===== src/rtl/pulse_program_loader.sv =====
// pulse_program_loader: parses header+payload command packets into inst list, amp memory and default amp writes
module pulse_program_loader #(
    parameter int CMD_WIDTH             = 32,
    parameter int GLB_COUNTER_WIDTH     = 24,
    parameter int DIRECTION_WIDTH       = 2,
    parameter int AMP_WIDTH             = 12,
    parameter int LENGTH_WIDTH          = 7,
    parameter int INST_LIST_ADDR_WIDTH  = 5,
    parameter int INST_LIST_DATA_WIDTH  = GLB_COUNTER_WIDTH + DIRECTION_WIDTH,
    parameter int AMP_MEMORY_ADDR_WIDTH = 9,
    parameter int AMP_MEMORY_DATA_WIDTH = AMP_WIDTH + LENGTH_WIDTH
) (
    input  logic                             clk_i,
    input  logic                             rst_ni,
    input  logic                             cmd_valid_i,
    input  logic [CMD_WIDTH-1:0]             cmd_data_i,
    output logic                             cmd_ready_o,
    input  logic                             err_clr_i,
    output logic                             inst_list_wr_en_o,
    output logic [INST_LIST_ADDR_WIDTH-1:0]  inst_list_wr_addr_o,
    output logic [INST_LIST_DATA_WIDTH-1:0]  inst_list_wr_data_o,
    output logic                             amp_memory_wr_en_o,
    output logic [AMP_MEMORY_ADDR_WIDTH-1:0] amp_memory_wr_addr_o,
    output logic [AMP_MEMORY_DATA_WIDTH-1:0] amp_memory_wr_data_o,
    output logic                             default_amp_wr_en_o,
    output logic [AMP_WIDTH-1:0]             default_amp_wr_data_o,
    output logic                             busy_o,
    output logic                             done_o,
    output logic                             error_o
);
    typedef enum logic [1:0] {IDLE, LOAD, DRAIN} state_t;
    localparam logic [1:0] OP_INST = 2'd0;
    localparam logic [1:0] OP_AMP  = 2'd1;
    localparam logic [1:0] OP_DEF  = 2'd2;
    localparam logic [1:0] OP_NOP  = 2'd3;

    state_t                           state_q;
    logic [1:0]                       op_q;
    logic [AMP_MEMORY_ADDR_WIDTH-1:0] addr_q;
    logic [8:0]                       cnt_q;
    logic                             cmd_ready_q;
    logic                             error_q;
    logic                             error_d;
    logic                             acc;
    logic                             hdr_bad;
    logic [1:0]                       hdr_op;
    logic [AMP_MEMORY_ADDR_WIDTH-1:0] hdr_addr;
    logic [8:0]                       hdr_cnt;
    logic                             unused_bits;

    assign hdr_op      = cmd_data_i[31:30];
    assign hdr_addr    = cmd_data_i[29:21];
    assign hdr_cnt     = cmd_data_i[20:12];
    assign unused_bits = ^cmd_data_i[CMD_WIDTH-1:INST_LIST_DATA_WIDTH];
    assign cmd_ready_o = cmd_ready_q;
    assign error_o     = error_q;
    assign busy_o      = state_q != IDLE;

    // Handshake, header validity and sticky-error next state (a new error beats a clear)
    always_comb begin
        acc     = cmd_valid_i & cmd_ready_q;
        hdr_bad = (hdr_op == OP_INST && hdr_addr[AMP_MEMORY_ADDR_WIDTH-1:INST_LIST_ADDR_WIDTH] != '0) ||
                  (hdr_op == OP_DEF && hdr_addr != '0);
        error_d = (state_q == IDLE && acc && hdr_bad) ? 1'b1 : (err_clr_i ? 1'b0 : error_q);
    end

    // Packet FSM with registered write strobes, addresses, data and done
    always_ff @(posedge clk_i or negedge rst_ni) begin
        if (!rst_ni) begin
            state_q               <= IDLE;
            op_q                  <= OP_INST;
            addr_q                <= '0;
            cnt_q                 <= '0;
            cmd_ready_q           <= 1'b0;
            error_q               <= 1'b0;
            done_o                <= 1'b0;
            inst_list_wr_en_o     <= 1'b0;
            inst_list_wr_addr_o   <= '0;
            inst_list_wr_data_o   <= '0;
            amp_memory_wr_en_o    <= 1'b0;
            amp_memory_wr_addr_o  <= '0;
            amp_memory_wr_data_o  <= '0;
            default_amp_wr_en_o   <= 1'b0;
            default_amp_wr_data_o <= '0;
        end else begin
            cmd_ready_q         <= 1'b1;
            error_q             <= error_d;
            done_o              <= 1'b0;
            inst_list_wr_en_o   <= 1'b0;
            amp_memory_wr_en_o  <= 1'b0;
            default_amp_wr_en_o <= 1'b0;
            case (state_q)
                IDLE: if (acc) begin
                    op_q   <= hdr_op;
                    addr_q <= hdr_addr;
                    cnt_q  <= hdr_cnt;
                    if (hdr_op == OP_NOP) done_o <= 1'b1;
                    else state_q <= hdr_bad ? DRAIN : LOAD;
                end
                LOAD: if (acc) begin
                    inst_list_wr_en_o   <= op_q == OP_INST;
                    amp_memory_wr_en_o  <= op_q == OP_AMP;
                    default_amp_wr_en_o <= op_q == OP_DEF;
                    if (op_q == OP_INST) begin
                        inst_list_wr_addr_o <= addr_q[INST_LIST_ADDR_WIDTH-1:0];
                        inst_list_wr_data_o <= cmd_data_i[INST_LIST_DATA_WIDTH-1:0];
                    end
                    if (op_q == OP_AMP) begin
                        amp_memory_wr_addr_o <= addr_q;
                        amp_memory_wr_data_o <= cmd_data_i[AMP_MEMORY_DATA_WIDTH-1:0];
                    end
                    if (op_q == OP_DEF) default_amp_wr_data_o <= cmd_data_i[AMP_WIDTH-1:0];
                    addr_q <= addr_q + 1'b1;
                    cnt_q  <= cnt_q - 1'b1;
                    if (cnt_q == '0) begin
                        state_q <= IDLE;
                        done_o  <= 1'b1;
                    end
                end
                DRAIN: if (acc) begin
                    cnt_q <= cnt_q - 1'b1;
                    if (cnt_q == '0) state_q <= IDLE;
                end
                default: state_q <= IDLE;
            endcase
        end
    end
endmodule


===== config.mk =====
export PLATFORM = sky130hd
export DESIGN_NAME = pulse_program_loader
export DESIGN_NICKNAME = d
export VERILOG_FILES = /design/src/rtl/pulse_program_loader.sv
export SDC_FILE = /design/constraint.sdc
export NUM_CORES = 1
export LEC_CHECK = 0
export ABC_CLOCK_PERIOD_IN_PS = 2700
export CORE_ASPECT_RATIO = 0.75
export CORE_MARGIN = 2
export CORE_UTILIZATION = 52
export CTS_CLUSTER_DIAMETER = 50
export DETAILED_ROUTE_END_ITERATION = 12
export PLACE_DENSITY = 0.85
export SLEW_MARGIN = 0
export SYNTH_ARGS = -nofsm -noshare
export SYNTH_HDL_FRONTEND = slang
export SYNTH_SLANG_ARGS = --single-unit

===== constraint.sdc =====
create_clock -name clk_i -period 2.7 [get_ports clk_i]
set_input_delay 0.675 -clock clk_i [delete_from_list [all_inputs] [get_ports clk_i]]
set_output_delay 0.675 -clock clk_i [all_outputs]
set_load 0.1 [all_outputs]

* Word-level counts from Yosys, hierarchy flattened *
Index checks and enable logic that the tools add are counted.
Widths: inputs -> output; s select.

storage, ports and cells
  word-level logic and storage cells = 77
  output and inout port bits = 78
  flip-flop bits (word level) = 99
  bits of input ports = 36

operators by class
  equal/unequal tests = 11
  $add $sub $neg = 2
  mux-type cells = 25
  bitwise logic cells = 1
  reductions and logical operators = 23

operators with widths
  cell                 count
  $mux 9               4
  $pmux 9 s2           2
  $reduce_and 3->1     5
  $mux 1               12
  $mux 2               5
  $add 9x1->9 const B  1
  $logic_not 9->1      1
  $reduce_bool 9->1    1
  $sub 9x1->9 const B  1
  $eq 2x2->1 const B   4
  $reduce_bool 2->1    4
  $logic_not 2->1      3
  $ne 2x2->1 const B   3
  $eq 2x1->1 const B   2
  $logic_and 1x1->1    4
  $ne 2x1->1 const B   2
  $pmux 2 s2           1
  $reduce_and 4->1     1
  $reduce_bool 4->1    1
  $pmux 1 s2           1
  $reduce_and 2->1     1
  $reduce_or 2->1      1
  $and 1x1->1          1
  $logic_or 1x1->1     1

* Depth between registers and ports, before layout *
Gate-level depths: netlist of run 1.

  depth in word-level cells = 7
  gate-level depth with buffers = 9

* Worst setup path after synthesis of run 1 *
Ideal clock, no wire load.

  path kind = register to register
  start = reg cmd_ready_q, in the netlist cmd_ready_o
  end = reg default_amp_wr_data_o[10]
  slack = 0.389 ns
  stages on the path, launching flop included = 5
  arrival = 2.186 ns
  buffers on the path = 1
  period minus slack after synthesis = 2.311 ns
  path through = dfrtp_1 > nand3_1 > nor3b_2 > buf_2 > mux2_2

on the way
  word-level cells in the longest chain between the ends = 2

ends and longest elaborated chain
  element                     line  source
  start, declared             41    logic cmd_ready_q;
  start signal, assigned      74    cmd_ready_q <= 1'b0;
  start signal, assigned      86    cmd_ready_q <= 1'b1;
  $and 1x1->1                 61    acc = cmd_valid_i & cmd_ready_q;
  $reduce_and 3->1 (no line)  -
  end signal, assigned        112   if (op_q == OP_DEF) default_amp_wr_data_o <= cmd_data_i[AMP_WIDTH-1:0];
  end, declared               26    output logic [AMP_WIDTH-1:0] default_amp_wr_data_o,

No other way between the ends.
A chain may end at the register's enable or synchronous reset.

* Worst setup path in the final report of run 1 *
  start = reg state_q[1]
  end = reg default_amp_wr_data_o[0]

on the way
  word-level cells in the longest chain between the ends = 2

ends and longest elaborated chain
  element                     line  source
  start, declared             37    state_t state_q;
  start signal, assigned      98    else state_q <= hdr_bad ? DRAIN : LOAD;
  $eq 2x1->1                  92    case (state_q)
  $reduce_and 3->1 (no line)  -

No other way between the ends.

==> flow_summary.yaml, run 1 <==
critical_path:
  startpoint_type: "flip-flop"
  cp.arrival_ps: 2580
  required_ps: 2950
  crit_type: "flip-flop to flip-flop"
  endpoint_kind: "flip-flop"
  crit_fanout: 17
yosys:
  synth-edff-count: 0
  synth_nets: 393
  yosysTopAreaCellShare_pct: 56.9
  synthFlopType: "dfrtp_1"
  yosysWarnings: 0
  synth.distinct_cells: 43
  ys_seq_elements: 99
  synth_top_cell_by_area: "dfrtp_1"
  seq_area_frac_synth_pct: 56.9
  ys_top_cells_by_area: "dfrtp_1, mux2_2, a21oi_1, nor2_1, o22ai_1"
  syn_area_per_cell_um2: 12.3
  synth_area_um2: 4360
  syn-instance-count: 353
  ys_async_sr_fraction_pct: 100
die:
  boundaryPins: 114
  rows: 28
  die_area_um2: 9130
  die_h_um: 83.3
  initial_core_util_pct: 54.3
  die_x_um: 110
  core_area_um2: 8020
detailed_routing:
  drt-total-wl_um: 10200
  drc_errors: 0
  final_antenna_net_count: 0
  vias: 3255
  drt-initial-drc-count: 190
  drtPass1Iterations: 5
  vias_per_cell: 5.64
  route.detailed.wl_per_inst_um: 17.6
sta:
  finalCritPeriodShare_pct: 86.2
  rsz0062_at_grt: "false"
  tightest_slew_ps: 624
  setup_violations: 0
  finClkSkew_ps: 9.52
  drv_slew: 0
  hold_viol: 0
  fmax_mhz: 429
  min_period_ps: 2330
  fin_tns_setup_ps: 0
  max_slew_margin_pct: 58.4
global_routing:
  grt_max_degree: 50
  grt_first_pass_wirelength_um: 16300
  grt_usage_pct: 23.1
  overflow: 0
  grt_pass1_vias: 3303
  antenna_found_initial: 0
cts:
  ctsResizeCount: 0
  ctsHoldBuffers: 0
  clk_pin_slew_ps: 90
  clock_path_buffers: 2
  clk_latency_ps: 360
  cts_buffers: 9
  cts.sinks: 99
  cts_setup_buffers: 0
  cts_tree: "yes"
  htree_levels: 3
  ctsRootBufferMaster: "clkbuf_8"
finish:
  seqCellArea_um2: 2480
  final_cell_mix: "dfrtp_1, buf_4, mux2_2, clkdlybuf4s50_1"
  num_antenna_cells: 0
  nets: 507
  drive_gt1_share_pct: 39.2
  fill_cells: 584
  final_common_cell: "dfrtp_1"
  areaGrowthSynthToFinish_pct: 29.2
  multi_input_area_um2: 1710
placement:
  hpwlAfterDp_um: 7270
  port_buffers: 113
  place_congestion: 0.793
job:
  max_cap_viol_count: 0
run_status:
  status: "finished, final reports clean"
min_path:
  hp-class: "primary input to async pin"
[Yosys cell counts, drive strengths merged (2+ instances only)]
| library cell | number |
|---|---|
| mux2i | 6 |
| buf | 12 |
| o21ai | 11 |
| o22ai | 11 |
| a311oi | 2 |
| or4 | 2 |
| dfrtp | 99 |
| nor4 | 3 |
| nand3 | 13 |
| clkbuf | 11 |
| nor2 | 21 |
| nor3 | 4 |
| a211oi | 2 |
| a31oi | 6 |
| inv | 16 |
| ha | 4 |
| and2 | 2 |
| nor3b | 2 |
| nand2 | 10 |
| and3 | 5 |
| o32ai | 3 |
| mux2 | 72 |
| o22a | 4 |
| a21oi | 21 |
[logic make-up (layout without fill, tap and decap cells)]
group,Yosys count,after routing,share of synthesized area (%)
AO/OA/AOI/OAI,69,69,10.3
adder cells (fa/ha/maj),4,4,1.15
buffers and inverters,39,158,3.99
flip-flops,99,99,56.9
multiplexers,78,78,20.0
other,1,1,0.0861
AND/OR/NAND/NOR,63,63,7.64
[per-layer routing]
layer	share of wire, %	track usage (%)	up-vias
met5	0	0	-
met4	2.0	6.67	0
met3	9.1	8.79	23
met2	46	34.8	146
met1	43	31.1	1584
li1	-	-	1502
[registers in the layout, summed over array words and instances (netlist names), 2 cells and up]
register,flops
cnt_q,9
amp_memory_wr_data_o,19
addr_q,9
amp_memory_wr_addr_o,9
default_amp_wr_data_o,12
inst_list_wr_data_o,26
state_q,2
inst_list_wr_addr_o,5
op_q,2
[final timing paths]
check | startpoint | endpoint | slack, ps | cells past startpoint
min in group clk_i | error_o | error_o | 490 | 1
hold reg to reg | error_o | error_o | 490 | 1
hold / removal | rst_ni | amp_memory_wr_addr_o[3] | 310 | 1
max in group asynchronous | rst_ni | addr_q[3] | 1650 | 2
setup reg to reg | state_q[1] | default_amp_wr_data_o[0] | 370 | 6
setup / recovery | state_q[1] | default_amp_wr_data_o[0] | 370 | 6
[layout make-up]
cell class / count / share of cell area (%)
Clock inverter: 6 / 1.16
Timing Repair Buffer: 126 / 18.8
Sequential cell: 99 / 44.0
Multi-Input combinational cell: 215 / 30.4
Tap cell: 105 / 2.33
Inverter: 16 / 1.07
Clock buffer: 10 / 2.27
[through the flow]
stage	hold slack (ps)	utilization, %	cell area (um2)	setup slack (ps)	instances
2_1_floorplan	379	-	4360	389	353
3_3_place_gp	466	67.7	5440	206	561
3_5_place_dp	478	67.7	5440	192	561
4_1_cts	334	70.1	5630	396	577
5_1_grt	347	70.1	5630	185	577
6_report	315	70.1	5630	371	577
[worst max-delay path, stage by stage, from the launching register on]
cell and delay [ps]:
dfrtp_1 400, inv_1 80, ha_1 520, nand3_1 340, nor3b_2 260, buf_4 260, mux2_2 360
Power of run 1 is left out: the tool's default activity adds up to more than one toggle a clock period on the data nets, which glitch-free logic cannot reach.
==> inputs of run 2 (changes only) <==
--- a/config.mk
+++ b/config.mk
@@ -11,6 +11,7 @@
 export CORE_UTILIZATION = 52
 export CTS_CLUSTER_DIAMETER = 50
 export DETAILED_ROUTE_END_ITERATION = 12
+export GPL_TIMING_DRIVEN = 0
 export PLACE_DENSITY = 0.85
 export SLEW_MARGIN = 0
 export SYNTH_ARGS = -nofsm -noshare
==> run 2 against run 1 <==
Compared with the run above:
- non-clock buffer count up 11
- cell count up 1.9%
- highest routed layer unchanged
- routed wire length up 4.6%
- sequential share of layout area down 1.5 points
- count of clock-buffer cells in the layout unchanged
- worst setup slack worse by 260 ps
- register-to-register slack better by 150 ps
- first-iteration DRC count down 29%
- core utilization up 2.5 points
- via count up 2.4%
- die area unchanged
- maximum frequency down 10%
==> flow_summary.yaml, run 2 (synthesis gave the netlist of run 1 again) <==
run_status:
  status: "finished, final reports clean"
global_routing:
  globalRouteMet2Util_pct: 38.8
  grt_first_pass_wirelength_um: 17400
  grt_pass1_vias: 3519
  use_met1_pct: 30.7
  grt_max_degree: 71
  antenna_found_initial: 0
  grt_usage_pct: 24.6
  top_usage_layer: "met2"
  met3_usage_pct: 11.1
  overflow: 0
critical_path:
  crit_fanout: 2
  crit_type: "flip-flop to primary output"
  cp.arrival_ps: 1910
  critical_path.slowest_cell: "clkdlybuf4s50_1"
  critical_path_buf_inv_count: 1
  crit_path_max_incr_delay_ps: 1160
  cpLargestDelayFamily: "buffers and inverters"
  startpoint_type: "flip-flop"
  crit_chain: "clkdlybuf4s50_1"
  required_ps: 2030
  endpoint_kind: "primary output"
job:
  max_cap_viol_count: 0
finish:
  num_antenna_cells: 0
  largest_reg_flops: 26
  multi_input_area_um2: 1700
  areaGrowthSynthToFinish_pct: 33.8
  reg_top3: "inst_list_wr_data_o (26), amp_memory_wr_data_o (19), default_amp_wr_data_o (12)"
  final_common_cell: "clkdlybuf4s50_1"
  seqCellArea_um2: 2480
  drive_gt1_share_pct: 22.4
  fill_cells: 591
  largest-register: "inst_list_wr_data_o"
  nets: 518
  final_cell_mix: "clkdlybuf4s50_1, dfrtp_1, mux2_2, nor2_1, a21oi_1"
sta:
  finalCritPeriodShare_pct: 95.9
  fmax_mhz: 386
  min_period_ps: 2590
  fin_tns_setup_ps: 0
  finClkSkew_ps: 15.9
  tightest_slew_ps: 1030
  setup_violations: 0
  drv_slew: 0
  hold_viol: 0
  rsz0062_at_grt: "false"
  max_slew_margin_pct: 31.4
placement:
  place_congestion: 0.883
  port_buffers: 113
  hpwlAfterDp_um: 7680
cts:
  clk_latency_ps: 370
  clk_pin_slew_ps: 110
  cts.sinks: 99
  clock_path_buffers: 2
  ctsRootBufferMaster: "clkbuf_8"
  htree_levels: 3
  cts_tree: "yes"
  ctsHoldBuffers: 0
  cts_buffers: 9
detailed_routing:
  vias: 3333
  route.detailed.wl_per_inst_um: 18.1
  vias_per_cell: 5.67
  drc_errors: 0
  drt-total-wl_um: 10600
  drt-initial-drc-count: 134
  drtPass1Iterations: 5
  final_antenna_net_count: 0
die:
  initial_core_util_pct: 54.3
  rows: 28
  die_area_um2: 9130
  boundaryPins: 114
  core_area_um2: 8020
  die_h_um: 83.3
  die_x_um: 110
min_path:
  hp-class: "primary input to async pin"
-- run 2: what timing repair did --
item / 4_1_cts / 5_1_grt
buffers inserted: 0 / 0
endpoints found under the setup margin: 2 / 0
resized for setup: 4 / 0
-- run 2: per-layer routing --
| layer | vias up | share of wire, % |
|---|---|---|
| met5 | - | 0 |
| met2 | 151 | 48 |
| li1 | 1525 | - |
| met1 | 1646 | 39 |
| met3 | 11 | 11 |
| met4 | 0 | 1.0 |
-- run 2: area by class of cell --
class,count,area share (%)
tap,105,2.25
timing repair buffer,114,19.8
sequential,99,42.5
clock buffer,10,2.19
multi-input combinational,215,29.2
clock inverter,6,0.988
inverter,16,1.03
buffer,23,1.95
-- run 2: through the flow --
step	setup WS (ps)	util (%)	cell area [um2]	hold WS [ps]	cells
after floorplan	389	-	4360	379	353
after global placement	-2690	70.0	5620	461	571
after detailed placement	-62.3	70.3	5640	486	572
after CTS	86.1	72.6	5830	233	588
after global routing	39.8	72.6	5830	241	588
final	112	72.6	5830	229	588
-- run 2: worst reg2reg max path: cells and delay by family (launching register included) --
| family | cells | cell delay (ps) |
|---|---|---|
| AND/OR/NAND/NOR | 2 | 590 |
| multiplexers | 1 | 360 |
| flip-flops | 1 | 400 |
| buffers and inverters | 3 | 600 |
| adder cells (fa/ha/maj) | 1 | 130 |
-- run 2: worst paths after layout --
check	startpoint	endpoint	slack, ps	cells after the start
max	amp_memory_wr_data_o[0]	amp_memory_wr_data_o[0]	110	1
min	rst_ni	amp_memory_wr_addr_o[6]	230	1
max reg2reg	state_q[1]	default_amp_wr_data_o[6]	520	7
min reg2reg	error_o	error_o	500	1
max in group asynchronous	rst_ni	amp_memory_wr_data_o[11]	1810	2
min in group clk_i	error_o	error_o	500	1
Power of run 2 is left out for the same reason.
